===== config.mk =====
export PLATFORM = sky130hd
export DESIGN_NAME = v810_intc
export DESIGN_NICKNAME = d
export VERILOG_FILES = /design/src/rtl/v810_intc_pkg.sv /design/src/rtl/v810_intc_prio.sv /design/src/rtl/v810_intc.sv
export SDC_FILE = /design/constraint.sdc
export NUM_CORES = 1
export LEC_CHECK = 0
export ABC_CLOCK_PERIOD_IN_PS = 14100
export CAP_MARGIN = 20
export CORE_MARGIN = 4
export CORE_UTILIZATION = 55
export DETAILED_ROUTE_END_ITERATION = 10
export PLACE_DENSITY = 0.79
export REMOVE_ABC_BUFFERS = 1
export SETUP_SLACK_MARGIN = 0.5
export SYNTH_ARGS = -nofsm -noshare
export SYNTH_HDL_FRONTEND = slang
export SYNTH_SLANG_ARGS = --single-unit
export TNS_END_PERCENT = 5

===== constraint.sdc =====
create_clock -name CLK -period 14.1 [get_ports CLK]
set_input_delay 2.82 -clock CLK [delete_from_list [all_inputs] [get_ports CLK]]
set_output_delay 2.82 -clock CLK [all_outputs]
set_load 0.02 [all_outputs]

===== src/rtl/v810_intc_pkg.sv =====
// ----------------------------------------------------------------------------
// v810_intc_pkg
// Shared definitions for the v810 priority interrupt controller.
//   REG_*          : word indices of the register port
//   int_level_t    : 4-bit interrupt level as presented to the core
//   int_status_t   : resolved winner {act, ch, lvl}
// ----------------------------------------------------------------------------
package v810_intc_pkg;

    localparam int REG_ENABLE  = 0;
    localparam int REG_MODE    = 1;
    localparam int REG_PENDING = 2;
    localparam int REG_STATUS  = 3;
    localparam int REG_LEVEL0  = 4;

    typedef logic [3:0] int_level_t;

    typedef struct packed {
        logic       act;
        logic [4:0] ch;
        int_level_t lvl;
    } int_status_t;

endpackage


===== src/rtl/v810_intc_prio.sv =====
// ----------------------------------------------------------------------------
// v810_intc_prio
// Combinational NCH-way resolver: picks the eligible channel with the highest
// level; ties go to the lowest channel index. No eligible channel -> act=0.
// Ports:
//   i_eligible [NCH]   : PENDING & ENABLE
//   i_levels   [4*NCH] : channel k level in bits [4k+3:4k]
//   o_status           : winner {act, ch, lvl}
// ----------------------------------------------------------------------------
module v810_intc_prio
    import v810_intc_pkg::*;
#(
    parameter int NCH = 8
) (
    input  logic [NCH-1:0]   i_eligible,
    input  logic [4*NCH-1:0] i_levels,
    output int_status_t      o_status
);

    int_status_t w_best;

    // Scan from the top index down and accept equal levels, so the lowest
    // index among equal-level candidates is the one left standing.
    always_comb begin
        w_best = '0;
        for (int k = NCH - 1; k >= 0; k--) begin
            if (i_eligible[k] && (!w_best.act || i_levels[4*k +: 4] >= w_best.lvl)) begin
                w_best.act = 1'b1;
                w_best.ch  = 5'(k);
                w_best.lvl = i_levels[4*k +: 4];
            end
        end
    end

    assign o_status = w_best;

endmodule


===== src/rtl/v810_intc.sv =====
// ----------------------------------------------------------------------------
// v810_intc
// Priority interrupt controller for the v810 core. Latches NCH device IRQ
// lines (edge or level per channel), masks them with ENABLE, and drives the
// core's INT / INTVn pins with the highest-level eligible request.
// Ports:
//   CLK, RESn (async active-low), CE (clock enable)
//   IRQ[NCH]           : device requests, active high
//   RD, WR, ADDR, WDATA: register port (RDATA registered, 1-cycle latency)
//   INT, INTVn[3:0]    : core interrupt request and active-low level
// Build option:
//   V810_INTC_SYNC_EN  : 2-flop synchroniser on every IRQ bit
// ----------------------------------------------------------------------------
module v810_intc
    import v810_intc_pkg::*;
#(
    parameter int NCH = 8,
    parameter int AW  = $clog2(4 + NCH)
) (
    input  logic          CLK,
    input  logic          RESn,
    input  logic          CE,
    input  logic [NCH-1:0] IRQ,
    input  logic          RD,
    input  logic          WR,
    input  logic [AW-1:0] ADDR,
    input  logic [31:0]   WDATA,
    output logic [31:0]   RDATA,
    output logic          INT,
    output logic [3:0]    INTVn
);

    logic [NCH-1:0]   r_enable;
    logic [NCH-1:0]   r_mode;
    logic [NCH-1:0]   r_pending;
    logic [NCH-1:0]   r_irqPrev;
    logic [4*NCH-1:0] r_level;
    logic             r_int;
    logic [3:0]       r_intvn;
    logic [31:0]      r_rdata;

    logic [NCH-1:0]   w_irqS;
    logic [NCH-1:0]   w_clear;
    logic [NCH-1:0]   w_nextPending;
    logic [31:0]      w_readData;
    int_status_t      w_status;
    logic             w_unusedBits;

    // WDATA is wider than any single register; upper bits are intentionally ignored.
    assign w_unusedBits = ^WDATA;

`ifdef V810_INTC_SYNC_EN
    logic [NCH-1:0] r_sync1;
    logic [NCH-1:0] r_sync2;

    // Two-flop synchroniser for IRQ lines that are asynchronous to CLK.
    always_ff @(posedge CLK or negedge RESn) begin
        if (!RESn) begin
            r_sync1 <= '0;
            r_sync2 <= '0;
        end else if (CE) begin
            r_sync1 <= IRQ;
            r_sync2 <= r_sync1;
        end
    end

    assign w_irqS = r_sync2;
`else
    assign w_irqS = IRQ;
`endif

    // W1C only touches edge channels; a fresh edge in the same cycle wins
    // because the set term is ORed in after the clear.
    always_comb begin
        w_clear = '0;
        if (WR && int'(ADDR) == REG_PENDING) begin
            w_clear = WDATA[NCH-1:0] & ~r_mode;
        end
        w_nextPending = (r_mode & w_irqS)
                      | (~r_mode & ((r_pending & ~w_clear) | (w_irqS & ~r_irqPrev)));
    end

    v810_intc_prio #(.NCH(NCH)) u_prio (
        .i_eligible (r_pending & r_enable),
        .i_levels   (r_level),
        .o_status   (w_status)
    );

    // Read mux sees the state before any same-cycle write lands.
    always_comb begin
        w_readData = '0;
        if (int'(ADDR) == REG_ENABLE) begin
            w_readData[NCH-1:0] = r_enable;
        end else if (int'(ADDR) == REG_MODE) begin
            w_readData[NCH-1:0] = r_mode;
        end else if (int'(ADDR) == REG_PENDING) begin
            w_readData[NCH-1:0] = r_pending;
        end else if (int'(ADDR) == REG_STATUS) begin
            w_readData = {w_status.act, 18'b0, w_status.ch, 4'b0, w_status.lvl};
        end else if (int'(ADDR) >= REG_LEVEL0 && int'(ADDR) < REG_LEVEL0 + NCH) begin
            w_readData[3:0] = r_level[4*(int'(ADDR) - REG_LEVEL0) +: 4];
        end
    end

    // Core state: pending capture, config writes, outputs registered from the
    // resolver so INT trails PENDING/ENABLE/LEVEL by one CE cycle.
    always_ff @(posedge CLK or negedge RESn) begin
        if (!RESn) begin
            r_enable  <= '0;
            r_mode    <= '0;
            r_pending <= '0;
            r_irqPrev <= '0;
            r_level   <= '0;
            r_int     <= 1'b0;
            r_intvn   <= 4'hF;
            r_rdata   <= '0;
        end else if (CE) begin
            r_irqPrev <= w_irqS;
            r_pending <= w_nextPending;
            if (WR && int'(ADDR) == REG_ENABLE) begin
                r_enable <= WDATA[NCH-1:0];
            end
            if (WR && int'(ADDR) == REG_MODE) begin
                r_mode <= WDATA[NCH-1:0];
            end
            for (int k = 0; k < NCH; k++) begin
                if (WR && int'(ADDR) == REG_LEVEL0 + k) begin
                    r_level[4*k +: 4] <= WDATA[3:0];
                end
            end
            r_int   <= w_status.act;
            r_intvn <= w_status.act ? ~w_status.lvl : 4'hF;
            if (RD) begin
                r_rdata <= w_readData;
            end
        end
    end

    assign RDATA = r_rdata;
    assign INT   = r_int;
    assign INTVn = r_intvn;

endmodule

==> impl_metrics.tcl <==
set metrics [dict create \
    status "finished, final reports clean" \
    ys_ff_latch 81 \
    cp.required_ps 14340 \
    startpoint_type "flop" \
    p_per_area_mw_per_mm2 161.2 \
    layout-drive-gt1-share_pct 16.47 \
    tightest_slew_ps 935.4 \
    drcViolationCount 0 \
    slowest_stage "a21boi_0" \
    clkLatencyLatePin_ps 360 \
    yosysSeqAreaShare_pct 38.05 \
    post_drt_wl_per_cell_um 19.06 \
    die_y_um 106.5 \
    drv_slew 0 \
    grt_pass1_wl_mm 22.07 \
    grt_pass1_vias 4373 \
    reg2reg_slack_ps 1900 \
    htree_levels 3 \
    n_antenna_cell 0 \
    cts_tree "built" \
    cts.sinks 81 \
    maxSlewHeadroom_pct 37.51 \
    netlist_instances 545 \
    path_max_fanout 15 \
    period_needed_ps 12200 \
    coreArea_mm2 0.009328 \
    hold_violations 0 \
    overflow 0 \
    syn_avg_cell_area_um2 9.798 \
    clkPwrFrac_pct 18.2 \
    timing.rr.end "RDATA[0]" \
    vdd_drop_max_uv 90.09 \
    setup_ws_ps 1904 \
    rsz0062_at_grt "false" \
    p_leak_uw 0.002642 \
    ios 86 \
    synth_top_area_share_pct 36.08 \
    clk_path_buf_depth 2 \
    setup-tns-final_ps 0 \
    syn_to_final_growth_pct 12.16 \
    hold_path.class "reg2reg" \
    p_sw_uw 391.0 \
    crit_family "compound AO/OA/AOI/OAI gates" \
    grt_usage_pct 24.72 \
    yosysTopAreaCell "dfrtp_1" \
    final_area_mm2 0.005989 \
    worstPathArrival_ps 12430 \
    max_freq_mhz 81.99 \
    max_stage_delay_ps 570 \
    postCtsSetupBuffers 0 \
    post-route-period-util_pct 86.50 \
    clk_pin_slew_ps 90 \
    internal_power_uw 574.6 \
    maxCapViolCount 0 \
    port_buffers 41 \
    seq_power_share_pct 34.9 \
    reg2reg_depth 50 \
    via_count 4449 \
    fp.dieW_um 106.5 \
    start_util_pct 57.25 \
    post_cts_resized 0 \
    synth-main-ff-cell "dfrtp_1" \
    path_class "reg2reg" \
    layout.cells.most_common_list "dfrtp_1, nand2_1, o21ai_0, mux2_2, clkdlybuf4s50_1" \
    first_iter_violations 279 \
    synth_edf_count 0 \
    synthArstFlopShare_pct 100.0 \
    grt_antenna_before_repair 0 \
    dp_hpwl_mm 10.02 \
    pre_cts_slack_ps 2180 \
    final_common_cell "dfrtp_1" \
    ant_nets 0 \
    first_pass_iters 5 \
    ys_types 70 \
    worstHoldStart "INTVn[2]" \
    crit_path_end_kind "flop" \
    path_common_cell "ha_1" \
    postCtsHoldBufs 0 \
    clockRootBuffer "clkbuf_8" \
    syn_area_mm2 0.005340 \
    layout.nets 659 \
    ys_warn_count 0 \
    design.die.area_mm2 0.01135 \
    p_sw_share_pct 40.49 \
    min_to "INTVn[2]" \
    yosys-top-cells-area "dfrtp_1, mux2_2, ha_1" \
    cts_buffers 9 \
    routabilityCongestion 0.9396 \
    via_per_inst 6.249 \
    critPathBufInv 0 \
    fp-row-count 35 \
    placed_cell_area_mm2 0.005759 \
    fillers 778 \
    p_comb_share_pct 46.9 \
    finClkSkew_ps 10.54 \
    grt_max_degree 82 \
    routed_wirelength_mm 13.57 \
    finalSetupViolCount 0 \
    hold_depth 2 \
    reg2reg_from "r_pending[7]" \
]
==> how the worst max path moves through the flow <==
stage / startpoint / to / slack (ps) / depth (start not counted)
6_report: r_pending[7] / RDATA[0] / 1900 / 50
4_1_cts: r_pending[7] / RDATA[0] / 2050 / 50
2_1_floorplan: r_pending[7] / RDATA[0] / 4110 / 49
3_5_place_dp: r_pending[7] / RDATA[0] / 2180 / 50
5_1_grt: r_pending[7] / RDATA[0] / 850 / 50
3_3_place_gp: r_pending[7] / RDATA[0] / 2370 / 49
==> cells in the mapped netlist (all sizes together) (5+ instances only) <==
master  instances
nor4            6
mux2           47
and3           10
a21oi          30
nor4b           5
mux4            8
clkbuf         16
dfrtp          77
nand2          57
inv            21
a22o            8
o21ai          56
o211ai          6
o21a            6
and2            9
nor2           30
mux2i          11
nand3          10
buf            24
ha             32
a21o            8
==> cell type report <==
type                    count  area (µm²)  share of cell area (%)
flip-flops and latches     81        2032                   33.93
repair buffers             44       450.4                   7.520
inverters                  21       78.83                   1.316
clock inverters             7       78.83                   1.316
multi-input cells         421        3064                   51.16
clock buffers               9       123.9                   2.068
well taps                 129       161.4                   2.695
==> per-stage QoR <==
stage          utilization [%]  hold slack (ps)  cells  power, µW
5_1_grt                  64.21            502.1    712       1036
2_1_floorplan                -            488.3    523      649.9
4_1_cts                  63.92            494.6    711      962.0
3_3_place_gp             61.74            481.0    695      763.3
3_5_place_dp             61.74            478.0    695      785.4
6_report                 64.21            494.6    712      965.6
==> flip-flops by register name (all words and copies together) (netlist names) <==
signal	cells
r_level	32
RDATA	12
r_enable	8
r_irqPrev	8
r_mode	8
r_pending	8
INTVn	4
INT	1
==> worst min-delay path, cell delays in order, from the launching register on <==
cell     delay, ps
dfstp_2        380
nor2_1          80
a21oi_1         50
==> kinds of logic (layout without fill, tap and decap cells) <==
| family | count (synthesis) | in the layout | share of synthesized area (%) |
|---|---|---|---|
| other | 1 | 20 | 0.07022 |
| AOI/OAI and AO/OA | 148 | 148 | 17.90 |
| DFF | 81 | 81 | 38.05 |
| adders and majority gates | 32 | 32 | 7.498 |
| buffers and inverters | 62 | 81 | 5.905 |
| and+or+nand+nor | 155 | 155 | 15.16 |
| muxes | 66 | 66 | 15.42 |
==> power groups by stage <==
stage	clock (µW)	sequential, µW	combinational [µW]
6_report	176	337	453
5_1_grt	189	344	503
4_1_cts	179	335	448
3_5_place_dp	0	340	446
3_3_place_gp	0	336	427
2_1_floorplan	0	337	313
==> layer usage <==
metal / global-route usage [%] / vias up / share of wire (%)
met3: 5.647 / 35 / 7.2
li1: - / 2032 / -
met1: 31.73 / 2182 / 41
met4: 7.854 / 0 / 2.6
met2: 41.58 / 200 / 49
met5: 0 / - / 0
(Power assumes the default switching activity.)
